<file path="src/rtl/lc3_dmem_pkg.sv">
// Shared types and constants for the LC3 data-memory responder.
//   lc3_word_t   : 16-bit LC3 data word
//   dmem_state_t : responder FSM states
//   LAT_MAX      : largest supported request-to-completion latency
package lc3_dmem_pkg;

  localparam int unsigned WORD_W  = 16;
  localparam int unsigned LAT_MAX = 15;
  localparam int unsigned CNT_W   = $clog2(LAT_MAX + 1);

  typedef logic [WORD_W-1:0] lc3_word_t;

  typedef enum logic [1:0] {
    IDLE = 2'd0,
    WAIT = 2'd1,
    DONE = 2'd2
  } dmem_state_t;

endpackage

</file>
<file path="src/rtl/lc3_dmem_responder_if.sv">
// LC3 MemAccess data-memory port.
//   master : the LC3 core side (drives request, address, write data)
//   slave  : the memory responder (drives read data and completion strobe)
interface lc3_dmem_responder_if;
  import lc3_dmem_pkg::*;

  logic      data_req;
  logic      data_rd;
  lc3_word_t data_addr;
  lc3_word_t data_din;
  lc3_word_t data_dout;
  logic      complete_data;

  modport master (
    output data_req, data_rd, data_addr, data_din,
    input  data_dout, complete_data
  );

  modport slave (
    input  data_req, data_rd, data_addr, data_din,
    output data_dout, complete_data
  );

endinterface

</file>
<file path="src/rtl/lc3_dmem_array.sv">
// Word-addressed storage for the responder: one synchronous write port shared
// between the preload side-band and DUT writes, one combinational read port.
// Contents are not reset.
//   clock      : write clock
//   ld_we_i    : preload write enable (ld_addr_i / ld_data_i)
//   wr_we_i    : DUT write enable (wr_addr_i / wr_data_i)
//   raddr_i    : read address
//   rdata_c_o  : combinational read data
module lc3_dmem_array
  import lc3_dmem_pkg::*;
#(
  parameter int unsigned ADDR_W = 8
) (
  input  logic              clock,
  input  logic              ld_we_i,
  input  logic [ADDR_W-1:0] ld_addr_i,
  input  lc3_word_t         ld_data_i,
  input  logic              wr_we_i,
  input  logic [ADDR_W-1:0] wr_addr_i,
  input  lc3_word_t         wr_data_i,
  input  logic [ADDR_W-1:0] raddr_i,
  output lc3_word_t         rdata_c_o
);

  localparam int unsigned DEPTH = 1 << ADDR_W;

  lc3_word_t         mem_q [DEPTH];
  logic              we_c;
  logic [ADDR_W-1:0] waddr_c;
  lc3_word_t         wdata_c;

  // Preload and DUT write never coincide (IDLE vs DONE); preload takes the port.
  always_comb begin
    we_c    = ld_we_i | wr_we_i;
    waddr_c = wr_addr_i;
    wdata_c = wr_data_i;
    if (ld_we_i) begin
      waddr_c = ld_addr_i;
      wdata_c = ld_data_i;
    end
  end

  always_ff @(posedge clock) begin
    if (we_c) begin
      mem_q[waddr_c] <= wdata_c;
    end
  end

  assign rdata_c_o = mem_q[raddr_i];

endmodule

</file>
<file path="src/rtl/lc3_dmem_responder.sv">
// Data-memory responder for the LC3 MemAccess port. Accepts one request at a
// time, latches it, and completes it LATENCY cycles later with a one-cycle
// complete_data strobe; read data is registered and held until the next read.
// A side-band preload port writes the array while the responder is idle.
//   clock, reset_n : clock and asynchronous active-low reset
//   dmem           : data-memory port (slave side)
//   ld_en/ld_addr/ld_data : preload write, honoured only when idle
//   ld_err         : one-cycle pulse when a preload is dropped because busy
module lc3_dmem_responder
  import lc3_dmem_pkg::*;
#(
  parameter int unsigned ADDR_LSB_W = 8,
  parameter int unsigned LATENCY    = 2   // legal range 1..LAT_MAX
) (
  input  logic                   clock,
  input  logic                   reset_n,
  lc3_dmem_responder_if.slave    dmem,
  input  logic                   ld_en,
  input  logic [ADDR_LSB_W-1:0]  ld_addr,
  input  lc3_word_t              ld_data,
  output logic                   ld_err
);

  localparam logic [CNT_W-1:0] CNT_INIT = CNT_W'(LATENCY - 1);

  dmem_state_t           state_q;
  logic [CNT_W-1:0]      cnt_q;
  logic                  rd_q;
  logic [ADDR_LSB_W-1:0] addr_q;
  lc3_word_t             din_q;
  lc3_word_t             dout_q;
  logic                  complete_q;
  logic                  ld_err_q;

  logic                  ld_we_c;
  logic                  wr_we_c;
  lc3_word_t             rdata_c;

  // Address bits above the implemented depth alias onto the array.
  generate
    if (ADDR_LSB_W < WORD_W) begin : g_addr_hi
      logic unused_addr_hi;
      assign unused_addr_hi = ^dmem.data_addr[WORD_W-1:ADDR_LSB_W];
    end
  endgenerate

  assign ld_we_c = ld_en && (state_q == IDLE);
  // The write commits on the edge that leaves DONE, alongside the strobe.
  assign wr_we_c = (state_q == DONE) && !rd_q;

  lc3_dmem_array #(
    .ADDR_W (ADDR_LSB_W)
  ) u_array (
    .clock     (clock),
    .ld_we_i   (ld_we_c),
    .ld_addr_i (ld_addr),
    .ld_data_i (ld_data),
    .wr_we_i   (wr_we_c),
    .wr_addr_i (addr_q),
    .wr_data_i (din_q),
    .raddr_i   (addr_q),
    .rdata_c_o (rdata_c)
  );

  // FSM, latency counter, request latches and registered outputs.
  // complete_data is registered out of DONE, so an accept at edge N enters
  // DONE at N+LATENCY-1 and strobes at N+LATENCY; the strobe cycle is the
  // mandatory IDLE cycle, giving back-to-back completions every LATENCY+1.
  always_ff @(posedge clock or negedge reset_n) begin
    if (!reset_n) begin
      state_q    <= IDLE;
      cnt_q      <= '0;
      rd_q       <= 1'b0;
      addr_q     <= '0;
      din_q      <= '0;
      dout_q     <= '0;
      complete_q <= 1'b0;
      ld_err_q   <= 1'b0;
    end else begin
      complete_q <= 1'b0;
      ld_err_q   <= ld_en && (state_q != IDLE);
      case (state_q)
        IDLE: begin
          if (dmem.data_req) begin
            rd_q    <= dmem.data_rd;
            addr_q  <= dmem.data_addr[ADDR_LSB_W-1:0];
            din_q   <= dmem.data_din;
            cnt_q   <= CNT_INIT;
            state_q <= (LATENCY == 1) ? DONE : WAIT;
          end
        end
        WAIT: begin
          if (!dmem.data_req) begin
            cnt_q   <= '0;
            state_q <= IDLE;
          end else begin
            cnt_q <= cnt_q - CNT_W'(1);
            if (cnt_q == CNT_W'(1)) begin
              state_q <= DONE;
            end
          end
        end
        DONE: begin
          complete_q <= 1'b1;
          if (rd_q) begin
            dout_q <= rdata_c;
          end
          state_q <= IDLE;
        end
        default: state_q <= IDLE;
      endcase
    end
  end

  assign dmem.data_dout     = dout_q;
  assign dmem.complete_data = complete_q;
  assign ld_err             = ld_err_q;

endmodule

</file>
<file path="src/flat_wrapper.sv">
// flat-port wrapper written by rule: the top's interface ports become plain ports
module lc3_dmem_responder_flat import lc3_dmem_pkg::*;
#(
  parameter int unsigned ADDR_LSB_W = 8,
  parameter int unsigned LATENCY    = 2                            
)
  (clock, reset_n, ld_en, ld_addr, ld_data, ld_err, dmem_data_req, dmem_data_rd, dmem_data_addr, dmem_data_din, dmem_data_dout, dmem_complete_data);
  lc3_dmem_responder_if dmem_i ();
  input  logic clock;
  input  logic reset_n;
  input  logic ld_en;
  input  logic [ADDR_LSB_W-1:0] ld_addr;
  input  lc3_word_t ld_data;
  output logic ld_err;
  input wire logic [$bits(dmem_i.data_req)-1:0] dmem_data_req;
  input wire logic [$bits(dmem_i.data_rd)-1:0] dmem_data_rd;
  input wire logic [$bits(dmem_i.data_addr)-1:0] dmem_data_addr;
  input wire logic [$bits(dmem_i.data_din)-1:0] dmem_data_din;
  output wire logic [$bits(dmem_i.data_dout)-1:0] dmem_data_dout;
  output wire logic [$bits(dmem_i.complete_data)-1:0] dmem_complete_data;
  assign dmem_i.data_req = dmem_data_req;
  assign dmem_i.data_rd = dmem_data_rd;
  assign dmem_i.data_addr = dmem_data_addr;
  assign dmem_i.data_din = dmem_data_din;
  assign dmem_data_dout = dmem_i.data_dout;
  assign dmem_complete_data = dmem_i.complete_data;
  lc3_dmem_responder #(.ADDR_LSB_W(ADDR_LSB_W), .LATENCY(LATENCY)) u_core (.clock(clock), .reset_n(reset_n), .dmem(dmem_i), .ld_en(ld_en), .ld_addr(ld_addr), .ld_data(ld_data), .ld_err(ld_err));
endmodule
</file>
<file path="config.mk">
export PLATFORM = sky130hd
export DESIGN_NAME = lc3_dmem_responder_flat
export DESIGN_NICKNAME = d
export VERILOG_FILES = /design/src/rtl/lc3_dmem_pkg.sv /design/src/rtl/lc3_dmem_responder_if.sv /design/src/rtl/lc3_dmem_array.sv /design/src/rtl/lc3_dmem_responder.sv /design/src/flat_wrapper.sv
export SDC_FILE = /design/constraint.sdc
export NUM_CORES = 2
export LEC_CHECK = 0
export BUFFER_PORTS_ARGS = -buffer_cell sky130_fd_sc_hd__buf_2
export CORE_MARGIN = 2
export CORE_UTILIZATION = 40
export DETAILED_ROUTE_END_ITERATION = 8
export SKIP_LAST_GASP = 1
export SLEW_MARGIN = 20
export SYNTH_ARGS = -nofsm -noshare
export SYNTH_HDL_FRONTEND = slang
export SYNTH_SLANG_ARGS = --single-unit
</file>
<file path="constraint.sdc">
create_clock -name clock -period 5.8 [get_ports clock]
set_clock_uncertainty 0.1 [all_clocks]
set_input_delay 0.29 -clock clock [delete_from_list [all_inputs] [get_ports clock]]
set_output_delay 0.29 -clock clock [all_outputs]
set_load 0.05 [all_outputs]
</file>
* After elaboration in Yosys (flattened, before gate mapping)
Memories as Yosys holds them, arrays and structs flattened. A register that Yosys moved wholly into a read port is not among the register bits. Index checks and enable logic that the tools add are counted. W data, S select, Z words.
Cells by class: reductions and logical operators 12, add/subtract/negate cells 1, muxes and demuxes 12, bitwise gates (word level) 1, equality and inequality tests 5
Operators by type and width (number):
- $mux W16 | 1
- $mux W4 | 2
- $mux W8 | 1
- $pmux W4 S2 | 1
- $reduce_and A2 Y1 | 4
- $mux W2 | 3
- $eq A4 B1 Y1 const B | 1
- $pmux W2 S2 | 1
- $reduce_bool A2 Y1 | 2
- $sub A4 B1 Y4 const B | 1
- $logic_and A1 B1 Y1 | 3
- $mux W1 | 3
- $ne A3 B2 Y1 const B | 1
- $eq A2 B1 Y1 const B | 1
- $eq A2 B2 Y1 const B | 1
- $logic_not A1 Y1 | 2
- $logic_not A2 Y1 | 1
- $ne A2 B2 Y1 const B | 1
- $or A1 B1 Y1 | 1
Storage, ports and cells: logic and storage cells 39, memories kept 1, output and inout bits 18, input bits 61, register bits after elaboration 33, RAM bits 4096
Memories:
- u_core.u_array.mem_q | words 256, bits a word 16, rd ports 1, clocked after memory_dff 1, wr ports 1, RTL line lc3_dmem_array.sv:27 | lc3_word_t mem_q [DEPTH];

* Longest topological paths before layout
depth in word-level cells 5, depth in mapped cells 12, mapped depth without buffers 7

* Modules after synthesis
Synthesis repeated with hierarchy kept, for this count alone.
Unflattened totals: cell total of the unflattened synthesis 7570, area, all modules 161272.2 um2
By module, submodules not included:
- lc3_dmem_array | times used 1, sequential area each 122998.0 um2, area each 159210.2 um2, cells each 7445
- lc3_dmem_responder | times used 1, sequential area each 1226.2 um2, area each 2062.0 um2, cells each 125

* Worst setup path after synthesis
Ideal clock, no wire load.
kind flip-flop to flip-flop, start point reg u_core.state_q[1], end point mem u_core.u_array.mem_q[0][10] in the netlist's numbering (data pin), buffers on the path 3, clock period less this slack 5600 ps, setup slack 200 ps, setup time 823 ps, stages on the path, launching flop included 8, required time 4877 ps, arrival time 4678 ps, cell sequence dfrtp_1 nor2_1 and2_1 buf_2 clkbuf_1 buf_1 nand2_1 nand2_1
On the way: cells in the longest elaborated chain, start to end 3
Ends and longest elaborated chain:
- from (decl) | RTL line lc3_dmem_responder.sv:26 | dmem_state_t state_q;
- from (signal assigned) | RTL line lc3_dmem_responder.sv:89 | state_q <= (LATENCY == 1) ? DONE : WAIT;
- $logic_not A2 Y1 | RTL line lc3_dmem_responder.sv:47 | assign ld_we_c = ld_en && (state_q == IDLE);
- $logic_and A1 B1 Y1 | RTL line lc3_dmem_responder.sv:47
- $mux W16 | RTL line lc3_dmem_array.sv:37 | if (ld_we_i) begin
- named net u_core.u_array.wdata_c[10] | RTL line lc3_dmem_array.sv:30 | lc3_word_t wdata_c;
- to (decl) | RTL line lc3_dmem_array.sv:27
The timed path passes the listed nets, and every way through them passes these cells.

* Worst setup path in the final report
start point reg u_core.state_q[0], end point mem u_core.u_array.mem_q[15][9] in the netlist's numbering (enable)
On the way: cells in the longest elaborated chain, start to end 5, elaborated cells on any way between the ends 8, those cells by class 1 x eq/ne; 3 x mux; 1 x bitwise; 3 x reduce/logical
Ends and longest elaborated chain:
- $eq A2 B2 Y1 or $logic_not A2 Y1 (tied branches) | RTL line lc3_dmem_responder.sv:49, lc3_dmem_responder.sv:47
- $logic_and A1 B1 Y1, on equally long branches | RTL line lc3_dmem_responder.sv:49, lc3_dmem_responder.sv:47
- $or A1 B1 Y1 | RTL line lc3_dmem_array.sv:34 | we_c = ld_we_i | wr_we_i;
- $mux W1 | RTL line lc3_dmem_array.sv:44 | if (we_c) begin
- $mux W1 (implied by the code) | RTL line lc3_dmem_array.sv:45 | mem_q[waddr_c] <= wdata_c;
Parallel ways exist; a longest one is shown, timed or not.

==> results.toml <==
[outcome]
status = "completed"

[synthesis]
synth_common_cells = "edfxtp_1, mux4_2, mux2i_1"
ys_types = 67
synth_seq_cells = 4145
seq_area_frac_synth_pct = 77.7
synth_ff_type = "edfxtp_1"
async_flop_share_pct = 1.18
syn-cell-area_mm2 = 0.160
synthTopCellsByArea = "edfxtp_1, mux4_2, mux2i_1, o22ai_1, dfrtp_1"
synth_enable_flop_cells = 4096
synth_largest_area_cell = "edfxtp_1"
yosysMostFrequentCell = "edfxtp_1"
yosys_warnings = 0
syn_inst = 7657
synth.avg_cell_area_um2 = 20.9
syn_nets = 7720
synth_top_cell_area_share_pct = 76.9

[worst_hold_path]
holdCritPathClass = "primary input to flop"
hold_start = "dmem_data_addr[2]"

[floorplanning]
core_area_mm2 = 0.399
rows = 232
boundaryPins = 79
die_h_um = 636
dieArea_mm2 = 0.405
initial_core_util_pct = 40.1
die_w_um = 636

[timing]
hold_slack_ns = 0.0424
setup-tns-final_ns = 0
finalSetupViolations = 0
period_needed_ns = 4.90
worst_pin_slew_ns = 1.28
final_max_slew_viol_count = 0
hold_violations = 0
relSlewSlack_pct = 14.4
max_freq_mhz = 204
period_share_pct = 84.5
rsz0062_at_grt = "false"

[drt]
ant_nets = 0
via_count = 81600
dr.first_iter.drc_count = 10700
wl_per_cell_um = 32.0
drt_pass1_iterations = 9
totalWireLength_um = 445000
viasPerCell = 5.86
post-route-drc-count = 0

[layout]
instances_no_fill = 13900
nets = 8336
syn_to_final_growth_pct = 14.8
drive_gt1_share_pct = 23.7

[global_routing]
grt_overflow = 0
grt_pass1_wl_um = 621000
antenna_found_initial = 34
grt_pass1_vias = 80700
track_usage_pct = 21.5
grt_max_degree = 176

[clocking]
hold_buffers = 52
post_cts_buffers = 0
clock_sinks = 4145
cts_root_buffer = "clkbuf_16"
ctsResizeCount = 0
clockBufferDepth = 4
clk_latency_ns = 1.00
numCtsBuffers = 423
clk_pin_slew_ns = 0.06
cts_tree = "yes"
h-tree-depth = 5

[power]
ir_worst_vdd_mv = 0.584
power_density_mw_per_mm2 = 514
p_clk_share_pct = 28.5
intPower_mw = 62.6
p_switching_mw = 31.7
leakage_nw = 58.7
seq_power_share_pct = 41.1
p_sw_share_pct = 33.6
power_frac_comb_pct = 30.4

[critical_path]
cp_slowest_stage_delay_ns = 0.97
worstSetupPathType = "flop to flop"
end_kind = "flop"
cp_cell_sequence = "nor2_1 -> and2_2 -> a21o_1 -> nand3_1 -> nor2_1 -> buf_4"
cpMostUsedCell = "nor2_1"
required_ns = 6.38
arrival_ns = 5.48
reg2reg_from = "u_core.state_q[0]$_DFFE_PN0P_"
crit_fanout = 24
path_delay_family = "simple AND/OR/NAND/NOR gates"
path_buf_inv = 1
cp-start-kind = "flop"
cp_slowest_cell = "nand3_1"
worstSetupStartpoint = "u_core.state_q[0]$_DFFE_PN0P_"

[place]
place_hpwl_um = 271000
dp.cells = 13100
io_buffers = 70
gp_congestion = 0.896

[job]
cap_viol_max_count = 0
-- per-stage QoR --
stage | util, % | setup slack, ns | cell area (um^2) | power [mW]
final | 46.0 | 0.900 | 184000 | 94.3
after global placement | 42.4 | 1.13 | 169000 | 67.4
after global routing | 46.0 | 0.842 | 183000 | 97.2
after CTS | 46.0 | 1.08 | 183000 | 94.7
after floorplan | - | 0.200 | 160000 | 57.6
after detailed placement | 42.4 | 1.07 | 169000 | 68.0
-- final timing paths --
| path | slack, ns | endpoint | depth (start not counted) |
|---|---|---|---|
| worst min-delay path | 0.04 | u_core.addr_q[2]$_DFFE_PN0P_ | 4 |
| max in group asynchronous | 4.86 | u_core.addr_q[1]$_DFFE_PN0P_ | 4 |
| min in group asynchronous | 0.40 | u_core.dmem.data_dout[3]$_DFFE_PN0P_ | 4 |
| worst min register to register | 0.41 | u_core.dmem.data_dout[1]$_DFFE_PN0P_ | 2 |
| worst max-delay path | 0.90 | u_core.u_array.mem_q[15][9]$_DFFE_PP_ | 6 |
| worst max register to register | 0.90 | u_core.u_array.mem_q[15][9]$_DFFE_PP_ | 6 |
-- power groups by stage --
stage / logic, mW / registers, mW / clock network, mW
global placement: 28.1 / 39.3 / 0
detailed placement: 28.7 / 39.3 / 0
floorplan: 16.9 / 40.7 / 0
finish: 28.7 / 38.7 / 26.9
CTS: 28.8 / 38.7 / 27.2
global route: 30.0 / 38.7 / 28.4
-- cell type report --
type	count	area [um^2]
diodes	32	80.1
clock buffers	513	11000
clock inverters	269	2670
fillers	32900	215000
inverters	7	36.3
multi-input cells	3048	33100
flip-flops and latches	4145	124000
well taps	5265	6590
repair buffers	648	5740
-- cell usage in the layout, fill, tap and decap left out, types with 113 or more instances in the layout --
master / n
nand2_1: 233
clkbuf_16: 424
edfxtp_1: 4096
a22oi_1: 156
o221ai_1: 113
nor2_1: 232
mux4_2: 706
buf_4: 455
mux2i_1: 665
o22ai_1: 257
-- sequential cells by signal, summed over array words and instances, names as in the netlist --
signal and flops:
u_core.cnt_q 4, u_core.din_q 16, u_core.addr_q 8, u_core.dmem.complete_data 1
u_core.u_array.mem_q 4096, u_core.state_q 2, u_core.dmem.data_dout 16, u_core.ld_err 1
u_core.rd_q 1
-- metal layers --
layer	global-route usage, %	vias to the layer above	part of all wire, %
met5	0	-	0.012
met4	8.17	6	4.3
met3	4.16	719	8.9
met2	34.4	3979	47
met1	29.3	43400	39
li1	-	33400	-
-- tightest hold or removal path, delay by kind of cell --
kind / cells / cell delay (ns)
buffers and inverters: 2 / 0.61
AND/OR/NAND/NOR: 1 / 0.09
AO/OA/AOI/OAI: 1 / 0.11
-- kinds of logic (layout without fill, tap and decap cells) --
kind of cell / after synthesis / in the layout / synth area share [%]
adder cells (fa/ha/maj): 2 / 2 / 0.0156
AO/OA/AOI/OAI: 923 / 923 / 4.04
AND/OR/NAND/NOR: 715 / 715 / 1.90
other: 0 / 32 / 0
multiplexers: 1408 / 1408 / 14.5
buffers and inverters: 464 / 1437 / 1.85
flip-flops: 4145 / 4145 / 77.7
(Power assumes the default switching activity.)
